[config.mk]
export PLATFORM = sky130hd
export DESIGN_NAME = uart_frame_ctrl
export DESIGN_NICKNAME = d
export VERILOG_FILES = /design/src/rtl/uart_frame_pkg.sv /design/src/rtl/uart_frame_timer.sv /design/src/rtl/uart_frame_ctrl.sv
export SDC_FILE = /design/constraint.sdc
export NUM_CORES = 1
export LEC_CHECK = 0
export BUFFER_PORTS_ARGS = -buffer_cell sky130_fd_sc_hd__buf_2
export CORE_ASPECT_RATIO = 0.7
export CORE_MARGIN = 2
export CORE_UTILIZATION = 40
export DETAILED_ROUTE_END_ITERATION = 6
export SLEW_MARGIN = 5
export SYNTH_ARGS = -nofsm -noshare
export SYNTH_HDL_FRONTEND = slang
export SYNTH_SLANG_ARGS = --single-unit
[constraint.sdc]
create_clock -name clk -period 2.9 [get_ports clk]
set_input_delay 0 -clock clk [delete_from_list [all_inputs] [get_ports clk]]
set_output_delay 0 -clock clk [all_outputs]
set_load 0.005 [all_outputs]
[src/rtl/uart_frame_pkg.sv]
// rtl/uart_frame_pkg.sv - shared state encodings and defaults for the UART frame controller
package uart_frame_pkg;

    typedef enum logic [2:0] {
        ST_IDLE    = 3'd0,
        ST_SYNC    = 3'd1,
        ST_PAYLOAD = 3'd2,
        ST_CHECK   = 3'd3,
        ST_HOLD    = 3'd4
    } state_e;

    localparam int         FRAME_BYTES            = 8;
    localparam logic [7:0] SYNC_BYTE_DEFAULT      = 8'hFF;
    localparam int         TIMEOUT_CYCLES_DEFAULT = 200000;

endpackage

[src/rtl/uart_frame_timer.sv]
// rtl/uart_frame_timer.sv - inter-byte gap timer for the UART frame controller
//
// Ports:
//   clk, resetn : clock, async active-low reset
//   clear       : restart the gap count (a byte arrived, or not in a timed state)
//   enable      : count while high
//   expired     : TIMEOUT_CYCLES consecutive enabled, uncleared cycles have elapsed
module uart_frame_timer
    import uart_frame_pkg::*;
#(
    parameter int TIMEOUT_CYCLES = TIMEOUT_CYCLES_DEFAULT
) (
    input  logic clk,
    input  logic resetn,
    input  logic clear,
    input  logic enable,
    output logic expired
);

    localparam int            CW   = $clog2(TIMEOUT_CYCLES + 1);
    localparam logic [CW-1:0] LAST = CW'(TIMEOUT_CYCLES - 1);

    logic [CW-1:0] cnt_q, cnt_d;

    always_comb begin
        cnt_d = cnt_q;
        if (clear || !enable) begin
            cnt_d = '0;
        end else if (cnt_q != LAST) begin
            cnt_d = cnt_q + 1'b1;
        end
    end

    always_ff @(posedge clk or negedge resetn) begin
        if (!resetn) begin
            cnt_q <= '0;
        end else begin
            cnt_q <= cnt_d;
        end
    end

    // Fires in the gap cycle that completes the count, so the controller leaves at that edge.
    assign expired = enable && !clear && (cnt_q == LAST);

endmodule

[src/rtl/uart_frame_ctrl.sv]
// rtl/uart_frame_ctrl.sv - sync-preamble framer assembling 8-byte payloads from a UART byte stream
//
// Optional feature macro: FRAME_CHECKSUM_EN (9th byte must equal XOR of the payload).
//
// Ports:
//   clk, resetn            : clock, async active-low reset
//   rx_valid/rx_data       : received byte strobe and value
//   rx_break               : BREAK strobe, aborts any frame not yet held
//   frame_data/frame_valid : assembled payload, held until frame_ready
//   frame_ready            : consumer accepts payload
//   byte_cnt               : payload bytes captured in current frame
//   fsm_state              : current state encoding
//   overrun/timeout/chk_err: one-cycle event pulses
module uart_frame_ctrl
    import uart_frame_pkg::*;
#(
    parameter logic [7:0] SYNC_BYTE      = SYNC_BYTE_DEFAULT,
    parameter int         SYNC_COUNT     = 4,
    parameter int         TIMEOUT_CYCLES = TIMEOUT_CYCLES_DEFAULT
) (
    input  logic        clk,
    input  logic        resetn,
    input  logic        rx_valid,
    input  logic [7:0]  rx_data,
    input  logic        rx_break,
    output logic [63:0] frame_data,
    output logic        frame_valid,
    input  logic        frame_ready,
    output logic [3:0]  byte_cnt,
    output logic [2:0]  fsm_state,
    output logic        overrun,
    output logic        timeout,
    output logic        chk_err
);

    localparam logic [3:0] SYNC_LAST  = 4'(SYNC_COUNT);
    localparam logic [3:0] FRAME_LAST = 4'(FRAME_BYTES);

    state_e      state_q, state_d;
    logic [63:0] data_q, data_d;
    logic [3:0]  cnt_q, cnt_d;
    logic [3:0]  sync_q, sync_d;
    logic        overrun_q, overrun_d;
    logic        timeout_q, timeout_d;
`ifdef FRAME_CHECKSUM_EN
    logic [7:0]  csum_q, csum_d;
    logic        chk_q, chk_d;
`endif

    logic timed, expired, is_sync, xfer, idle_eval;

    assign timed     = (state_q == ST_SYNC) || (state_q == ST_PAYLOAD) || (state_q == ST_CHECK);
    assign is_sync   = (rx_data == SYNC_BYTE);
    assign xfer      = (state_q == ST_HOLD) && frame_ready;
    // A byte arriving alongside the hand-off is treated as if we were already idle.
    assign idle_eval = (state_q == ST_IDLE) || xfer;

    uart_frame_timer #(
        .TIMEOUT_CYCLES(TIMEOUT_CYCLES)
    ) u_timer (
        .clk    (clk),
        .resetn (resetn),
        .clear  (rx_valid || !timed),
        .enable (timed),
        .expired(expired)
    );

    always_comb begin
        state_d   = state_q;
        data_d    = data_q;
        cnt_d     = cnt_q;
        sync_d    = sync_q;
        overrun_d = 1'b0;
        timeout_d = 1'b0;
`ifdef FRAME_CHECKSUM_EN
        csum_d    = csum_q;
        chk_d     = 1'b0;
`endif
        if (rx_break && (state_q != ST_HOLD)) begin
            state_d = ST_IDLE;
            cnt_d   = '0;
            sync_d  = '0;
        end else begin
            case (state_q)
                ST_HOLD: begin
                    if (xfer) begin
                        state_d = ST_IDLE;
                        cnt_d   = '0;
                    end else if (rx_valid) begin
                        overrun_d = 1'b1;
                    end
                end
                ST_SYNC: begin
                    if (expired) begin
                        state_d   = ST_IDLE;
                        timeout_d = 1'b1;
                        cnt_d     = '0;
                    end else if (rx_valid) begin
                        if (!is_sync) begin
                            state_d = ST_IDLE;
                        end else if (sync_q + 4'd1 == SYNC_LAST) begin
                            state_d = ST_PAYLOAD;
                            cnt_d   = '0;
`ifdef FRAME_CHECKSUM_EN
                            csum_d  = '0;
`endif
                        end else begin
                            sync_d = sync_q + 4'd1;
                        end
                    end
                end
                ST_PAYLOAD: begin
                    if (expired) begin
                        state_d   = ST_IDLE;
                        timeout_d = 1'b1;
                        cnt_d     = '0;
                    end else if (rx_valid) begin
                        data_d = {data_q[55:0], rx_data};
                        if (cnt_q != FRAME_LAST) begin
                            cnt_d = cnt_q + 4'd1;
                        end
`ifdef FRAME_CHECKSUM_EN
                        csum_d = csum_q ^ rx_data;
                        if (cnt_q == FRAME_LAST - 4'd1) begin
                            state_d = ST_CHECK;
                        end
`else
                        if (cnt_q == FRAME_LAST - 4'd1) begin
                            state_d = ST_HOLD;
                        end
`endif
                    end
                end
`ifdef FRAME_CHECKSUM_EN
                ST_CHECK: begin
                    if (expired) begin
                        state_d   = ST_IDLE;
                        timeout_d = 1'b1;
                        cnt_d     = '0;
                    end else if (rx_valid) begin
                        if (rx_data == csum_q) begin
                            state_d = ST_HOLD;
                        end else begin
                            state_d = ST_IDLE;
                            chk_d   = 1'b1;
                            cnt_d   = '0;
                        end
                    end
                end
`endif
                default: ;
            endcase

            if (idle_eval && rx_valid && is_sync) begin
                if (SYNC_COUNT == 1) begin
                    state_d = ST_PAYLOAD;
                    cnt_d   = '0;
`ifdef FRAME_CHECKSUM_EN
                    csum_d  = '0;
`endif
                end else begin
                    state_d = ST_SYNC;
                    sync_d  = 4'd1;
                end
            end
        end
    end

    always_ff @(posedge clk or negedge resetn) begin
        if (!resetn) begin
            state_q   <= ST_IDLE;
            data_q    <= '0;
            cnt_q     <= '0;
            sync_q    <= '0;
            overrun_q <= 1'b0;
            timeout_q <= 1'b0;
`ifdef FRAME_CHECKSUM_EN
            csum_q    <= '0;
            chk_q     <= 1'b0;
`endif
        end else begin
            state_q   <= state_d;
            data_q    <= data_d;
            cnt_q     <= cnt_d;
            sync_q    <= sync_d;
            overrun_q <= overrun_d;
            timeout_q <= timeout_d;
`ifdef FRAME_CHECKSUM_EN
            csum_q    <= csum_d;
            chk_q     <= chk_d;
`endif
        end
    end

    assign frame_data  = data_q;
    assign frame_valid = (state_q == ST_HOLD);
    assign byte_cnt    = cnt_q;
    assign fsm_state   = state_q;
    assign overrun     = overrun_q;
    assign timeout     = timeout_q;
`ifdef FRAME_CHECKSUM_EN
    assign chk_err     = chk_q;
`else
    assign chk_err     = 1'b0;
`endif

endmodule

# Word level (Yosys, flattened, before mapping)

Cells that the tools add are included.

Logic and storage cells: 98
Bits of input ports: 13
Register bits after elaboration: 95
Output and inout bits: 75

Equality and inequality tests: 24
Reduce and logical (&&, ||, !) cells: 25
Add/subtract/negate cells: 3
Bitwise operators: 2
Muxes and demuxes: 37

Operators with widths:

| cell                                                                    | number |
|---|---|
| 4-bit 2-to-1 mux                                                        | 16 |
| 18-bit 2-to-1 mux                                                       | 2 |
| 3-bit 2-to-1 mux                                                        | 10 |
| 18-bit by 1-bit adder with 18-bit output, second input constant         | 1 |
| 18-bit equality test, second input constant                             | 1 |
| 18-bit inequality test, second input constant                           | 1 |
| 4-bit by 3-bit inequality test with 1-bit output, second input constant | 3 |
| 4-bit one-hot mux with 3 select lines                                   | 1 |
| 5-bit by 3-bit inequality test with 1-bit output, second input constant | 2 |
| 3-bit one-hot mux with 3 select lines                                   | 1 |
| 3-bit nonzero test                                                      | 3 |
| 4-bit by 1-bit adder with 4-bit output, second input constant           | 2 |
| 4-bit by 3-bit equality test with 1-bit output, second input constant   | 2 |
| 8-bit equality test, second input constant                              | 1 |
| 4-bit by 2-bit inequality test with 1-bit output, second input constant | 2 |
| 1-bit 2-to-1 mux                                                        | 7 |
| 7-bit AND reduction                                                     | 1 |
| 3-bit by 2-bit equality test with 1-bit output, second input constant   | 2 |
| 1-bit logical AND                                                       | 6 |
| 3-bit by 1-bit inequality test with 1-bit output, second input constant | 2 |
| 6-bit by 3-bit inequality test with 1-bit output, second input constant | 1 |
| 6-bit AND reduction                                                     | 1 |
| 1-bit logical OR                                                        | 5 |
| 5-bit by 2-bit inequality test with 1-bit output, second input constant | 1 |
| 15 further kinds                                                        | 17 |

# Longest topological paths before layout

Depth after elaboration: 12
Depth in mapped cells: 7
Depth with buffers taken out: 6

# Cells and area by module

From an unflattened synthesis, not the netlist that was laid out.

Cells, all modules: 339
Area total of the unflattened synthesis: 4310.4 um^2

Modules (own cells, without submodules):

| module           | cells an instance | area an instance (um^2) | sequential area each (um^2) | instances |
|---|---|---|---|---|
| uart_frame_ctrl  | 242               | 3353.2                  | 1926.8                      | 1 |
| uart_frame_timer | 97                | 957.2                   | 450.4                       | 1 |

# Worst setup path after synthesis

OpenSTA, ideal clock, no wires.

Kind: register to register
Start point: register sync_q[0]
End point: register cnt_q[0] (netlist: byte_cnt[0])
Setup time: 120 ps
Required time: 2780 ps
Path buffers: 0
Period minus slack after synthesis: 1753 ps
Path slack: 1147 ps
Cell stages (with the launch flop): 7
Arrival: 1634 ps
Path through: dfrtp_1 > ha_1 > and3b_1 > a31oi_4 > o21ai_0 > o311ai_1 > a31o_1

Cells in the longest elaborated chain, start to end: 4

Ends and longest elaborated chain:

| item                                                              | RTL line               | RTL |
|---|---|---|
| start, declared                                                   | uart_frame_ctrl.sv:42  | `logic [3:0] sync_q, sync_d;` |
| start signal, assigned                                            | uart_frame_ctrl.sv:185 | `sync_q <= sync_d;` |
| 4-bit by 1-bit adder with 4-bit output                            | uart_frame_ctrl.sv:101 | `end else if (sync_q + 4'd1 == SYNC_LAST) begin` |
| 4-bit by 3-bit equality test with 1-bit output                    | uart_frame_ctrl.sv:101 |  |
| 4-bit by 2-bit inequality test with 1-bit output (no source line) | --                     |  |
| 7-bit AND reduction (no source line)                              | --                     |  |
| end signal, assigned                                              | uart_frame_ctrl.sv:184 | `cnt_q <= cnt_d;` |
| end, declared                                                     | uart_frame_ctrl.sv:41  | `logic [3:0] cnt_q, cnt_d;` |

No other way between the ends.
A chain may end at the register's enable or synchronous reset.

# Worst setup path in the final report

Start point: register state_q[0] (netlist: fsm_state[0])
End point: register state_q[0] (netlist: fsm_state[0])

Cells in the longest elaborated chain, start to end: 12
Elaborated cells between the ends (all ways): 30
Those cells by class: eq/ne (10); mux (5); reduce/logical (15)

Ends and longest elaborated chain:

| item                                                                                                                    | RTL line                                      | RTL |
|---|---|---|
| start, declared                                                                                                         | uart_frame_ctrl.sv:39                         | `state_e state_q, state_d;` |
| start signal, assigned                                                                                                  | uart_frame_ctrl.sv:182                        | `state_q <= state_d;` |
| 3-bit by 1-bit equality test with 1-bit output / 3-bit by 2-bit equality test with 1-bit output (equally long branches) | uart_frame_ctrl.sv:52, uart_frame_ctrl.sv:84  |  |
| 1-bit logical OR (2 in a row)                                                                                           | uart_frame_ctrl.sv:52                         | `assign timed = (state_q == ST_SYNC) \|\| (state_q == ST_PAYLOAD) \|\| (state_q == ST_CHECK);` |
| 1-bit logical NOT                                                                                                       | uart_frame_ctrl.sv:63                         | `.clear (rx_valid \|\| !timed),` |
| 1-bit logical OR                                                                                                        | uart_frame_ctrl.sv:63                         |  |
| 1-bit logical NOT                                                                                                       | uart_frame_timer.sv:43                        | `assign expired = enable && !clear && (cnt_q == LAST);` |
| 1-bit logical AND (2 in a row)                                                                                          | uart_frame_timer.sv:43                        |  |
| 3-bit 2-to-1 mux (on tied branches)                                                                                     | uart_frame_ctrl.sv:113, uart_frame_ctrl.sv:94 |  |
| 3-bit one-hot mux with 3 select lines                                                                                   | uart_frame_ctrl.sv:84                         | `case (state_q)` |
| 3-bit 2-to-1 mux                                                                                                        | uart_frame_ctrl.sv:154                        | `if (idle_eval && rx_valid && is_sync) begin` |
| 3-bit 2-to-1 mux                                                                                                        | uart_frame_ctrl.sv:79                         | `if (rx_break && (state_q != ST_HOLD)) begin` |

Several ways; a longest one is shown, not always the timed one.

==> reports/qor.yml <==
status:
  outcome: "finished, final reports clean"
final_layout:
  layout-drive-gt1-share: 0.381
  final_nets: 451
  diodes: 0
  fin_util: 0.502
  area_growth_syn_to_layout_pct: 21.6
route:
  drc: 0
  drt_wl_total_um: 8740
  wl_per_cell_um: 15.3
  drtIter0Drc: 172
  route.vias.total: 2939
  drt_pre_antenna_iters: 6
  ant_nets: 0
  avgViaCountPerCell: 5.16
grt:
  grt_pass1_wl_um: 14500
  grt_pass1_vias: 2845
  overflow: 0
  antenna_found_initial: 0
  grt_max_degree: 79
  grtUsageTotal: 0.159
critical_path:
  path_class: "register to register"
  reg2reg_depth: 5
  crit_arrival_ps: 2320
  path_cells: "nor2_1, or3_1, nor3_2, nand2_2, a31o_2"
  cp-end-kind: "register"
  path_max_fanout: 19
  reg2reg_to: "fsm_state[0]"
  critPathRequiredTime_ps: 3140
  r2r_slack_ps: 820
  cpMaxStageDelayCell: "or3_1"
  reg2reg_from: "fsm_state[0]"
  max_stage_delay_ps: 600
  worstSetupStartpointType: "register"
pwr:
  peakVddDrop_uv: 258
  leakagePower_nw: 2.71
  p_per_area_mw_per_mm2: 494
cts:
  clk_pin_slew_worst_paths_ps: 70
  clock_latency_ps: 350
  cts_root_buffer: "clkbuf_16"
  cts_tree: "done"
  cts_buffer_depth: 2
  cts_resized: 0
  cts_made_buffers: 9
  h-tree-depth: 3
  clock_sinks: 95
timing:
  worst_slack_ps: 821
  fin_crit_sh: 0.717
  grt_setup_unrepaired: "no"
  worst_slew_pin_slew_ps: 983
  period_minus_slack_ps: 2080
  maxSlewViolCount: 0
  setup_viol: 0
  hold_viol_final: 0
  max_slew_margin: 0.345
  clock_skew_ps: 8.67
  setup_tns_ps: 0
  fmax_mhz: 481
floorplan:
  rows: 31
  io_pins: 88
  die_h_um: 90.6
  start_util: 0.412
  dieWidth_um: 128
  core_area_mm2: 0.0104
  dieArea_mm2: 0.0116
yosys:
  netlist_top_cells_count: "dfrtp_1 (95), mux2_2 (48), nor2_1 (27)"
  syn-cell-area_mm2: 0.00429
  syn_area_per_cell_um2: 12.6
  synth_top_area_cell: "dfrtp_1"
  ys_seq_area_frac: 0.555
  synth.most_common_cell: "dfrtp_1"
  synth_edf_count: 0
  ys_seq_elements: 95
  synthArstFlopShare: 1.00
  yosysWarnings: 0
  syn-num-nets: 357
  synth_area_leaders: "dfrtp_1 (55%), mux2_2 (13%), mux2_1 (4.2%), xor2_1 (2.5%), nor2_1 (2.4%)"
  synth_top_area_share: 0.555
  synth_ff_type: "dfrtp_1"
  syn_inst: 339
  yosysUniqueCellTypes: 52
worst_hold_path:
  hold_path_end: "overrun"
  hold_depth: 3
  hold_path_class: "input port to register"
  hold_path_startpoint: "rx_valid"
placement:
  gp_congestion: 0.875
  pre_cts_slack_ps: 836
  io_buffers: 86
  post-dp-hpwl_um: 6030
flow_run:
  cap_violations: 0
## report_power, final
| part | leakage (nW) | internal [W] | total (W) | switching, W |
|---|---|---|---|---|
| registers | 1.33 | 0.00133 | 0.00133 | 0.000000670 |
| clock network | 0.139 | 0.000673 | 0.00118 | 0.000512 |
| logic | 1.24 | 0.0000205 | 0.0000625 | 0.0000420 |
## layout make-up
| class | count | area (um2) |
|---|---|---|
| multi-input combinational | 220 | 1780 |
| timing repair buffer | 99 | 568 |
| clock inverter | 6 | 67.6 |
| inverter | 8 | 30.0 |
| clock buffer | 10 | 229 |
| tap | 132 | 165 |
| fill | 967 | 5180 |
| sequential | 95 | 2380 |
## cell families (layout without fill, tap and decap cells)
family                     Yosys count  in the layout  synth area share
AOI/OAI and AO/OA                   41             41            0.0692
xor gates and xnor gates            16             16            0.0327
adders and majority gates            5              5            0.0146
buffers and inverters               24            123            0.0315
DFF                                 95             95             0.555
muxes                               66             66             0.173
other                                1              1          0.000875
and+or+nand+nor                     91             91             0.124
## cell usage in the layout (no fill, tap or decap), drive strengths merged, types with 2 or more instances in the layout
cell,netlist,layout
a31oi,4,4
mux2,64,64
o2111ai,4,4
nand3,10,10
a31o,5,5
ha,5,5
inv,8,10
and4,3,3
xor2,12,12
nand4,7,7
nor2,27,27
mux2i,2,2
nand2,13,13
clkbuf,4,10
clkinvlp,0,2
xnor2,4,4
nor3,10,10
o22ai,3,3
dfrtp,95,95
or3b,2,2
and3b,2,2
or3,5,5
a21oi,6,6
and3,3,3
o21ai,10,10
buf,12,89
and4bb,2,2
o211ai,3,3
dlygate4sd3,0,10
nor4b,2,2
## how the worst max path moves through the flow
stage,depth (start not counted),slack (ps),end,from
finish,5,820,fsm_state[0],fsm_state[0]
global route,5,640,fsm_state[0],fsm_state[0]
CTS,5,820,fsm_state[0],fsm_state[0]
detailed placement,5,840,fsm_state[0],fsm_state[1]
global placement,5,880,fsm_state[0],fsm_state[1]
floorplan,6,1150,byte_cnt[0],sync_q[0]
## routing by layer
layer,vias up,part of all wire,global-route usage
met2,77,0.45,0.229
met4,0,0.014,0.0549
met5,-,0,0
met1,1439,0.48,0.222
li1,1412,-,-
met3,11,0.058,0.0581
## through the flow
stage | total power, W | std cells | area (um2) | hold WS, ps
2_1_floorplan | 0.00136 | 339 | 4290 | -296
3_3_place_gp | 0.00140 | 544 | 4820 | 223
3_5_place_dp | 0.00141 | 544 | 4820 | 234
4_1_cts | 0.00261 | 570 | 5210 | 14.2
5_1_grt | 0.00267 | 570 | 5210 | 42.5
6_report | 0.00257 | 570 | 5210 | 22.3
## state kept, by name, summed over array words and instances, names as in the netlist
signal         flops
byte_cnt           4
overrun            1
fsm_state          3
u_timer.cnt_q     18
timeout            1
frame_data        64
sync_q             4
## critical path: cells and delay by family, from the launching register on
family,cells,cell delay [ps]
and+or+nand+nor,4,1170
DFF,1,530
AOI/OAI and AO/OA,1,260
## what timing repair did
action,CTS,global route
buffers inserted,0,0
hold buffers,10,0
endpoints found under the hold margin,86,0
No activity file was read; power rests on OpenSTA's default activity.
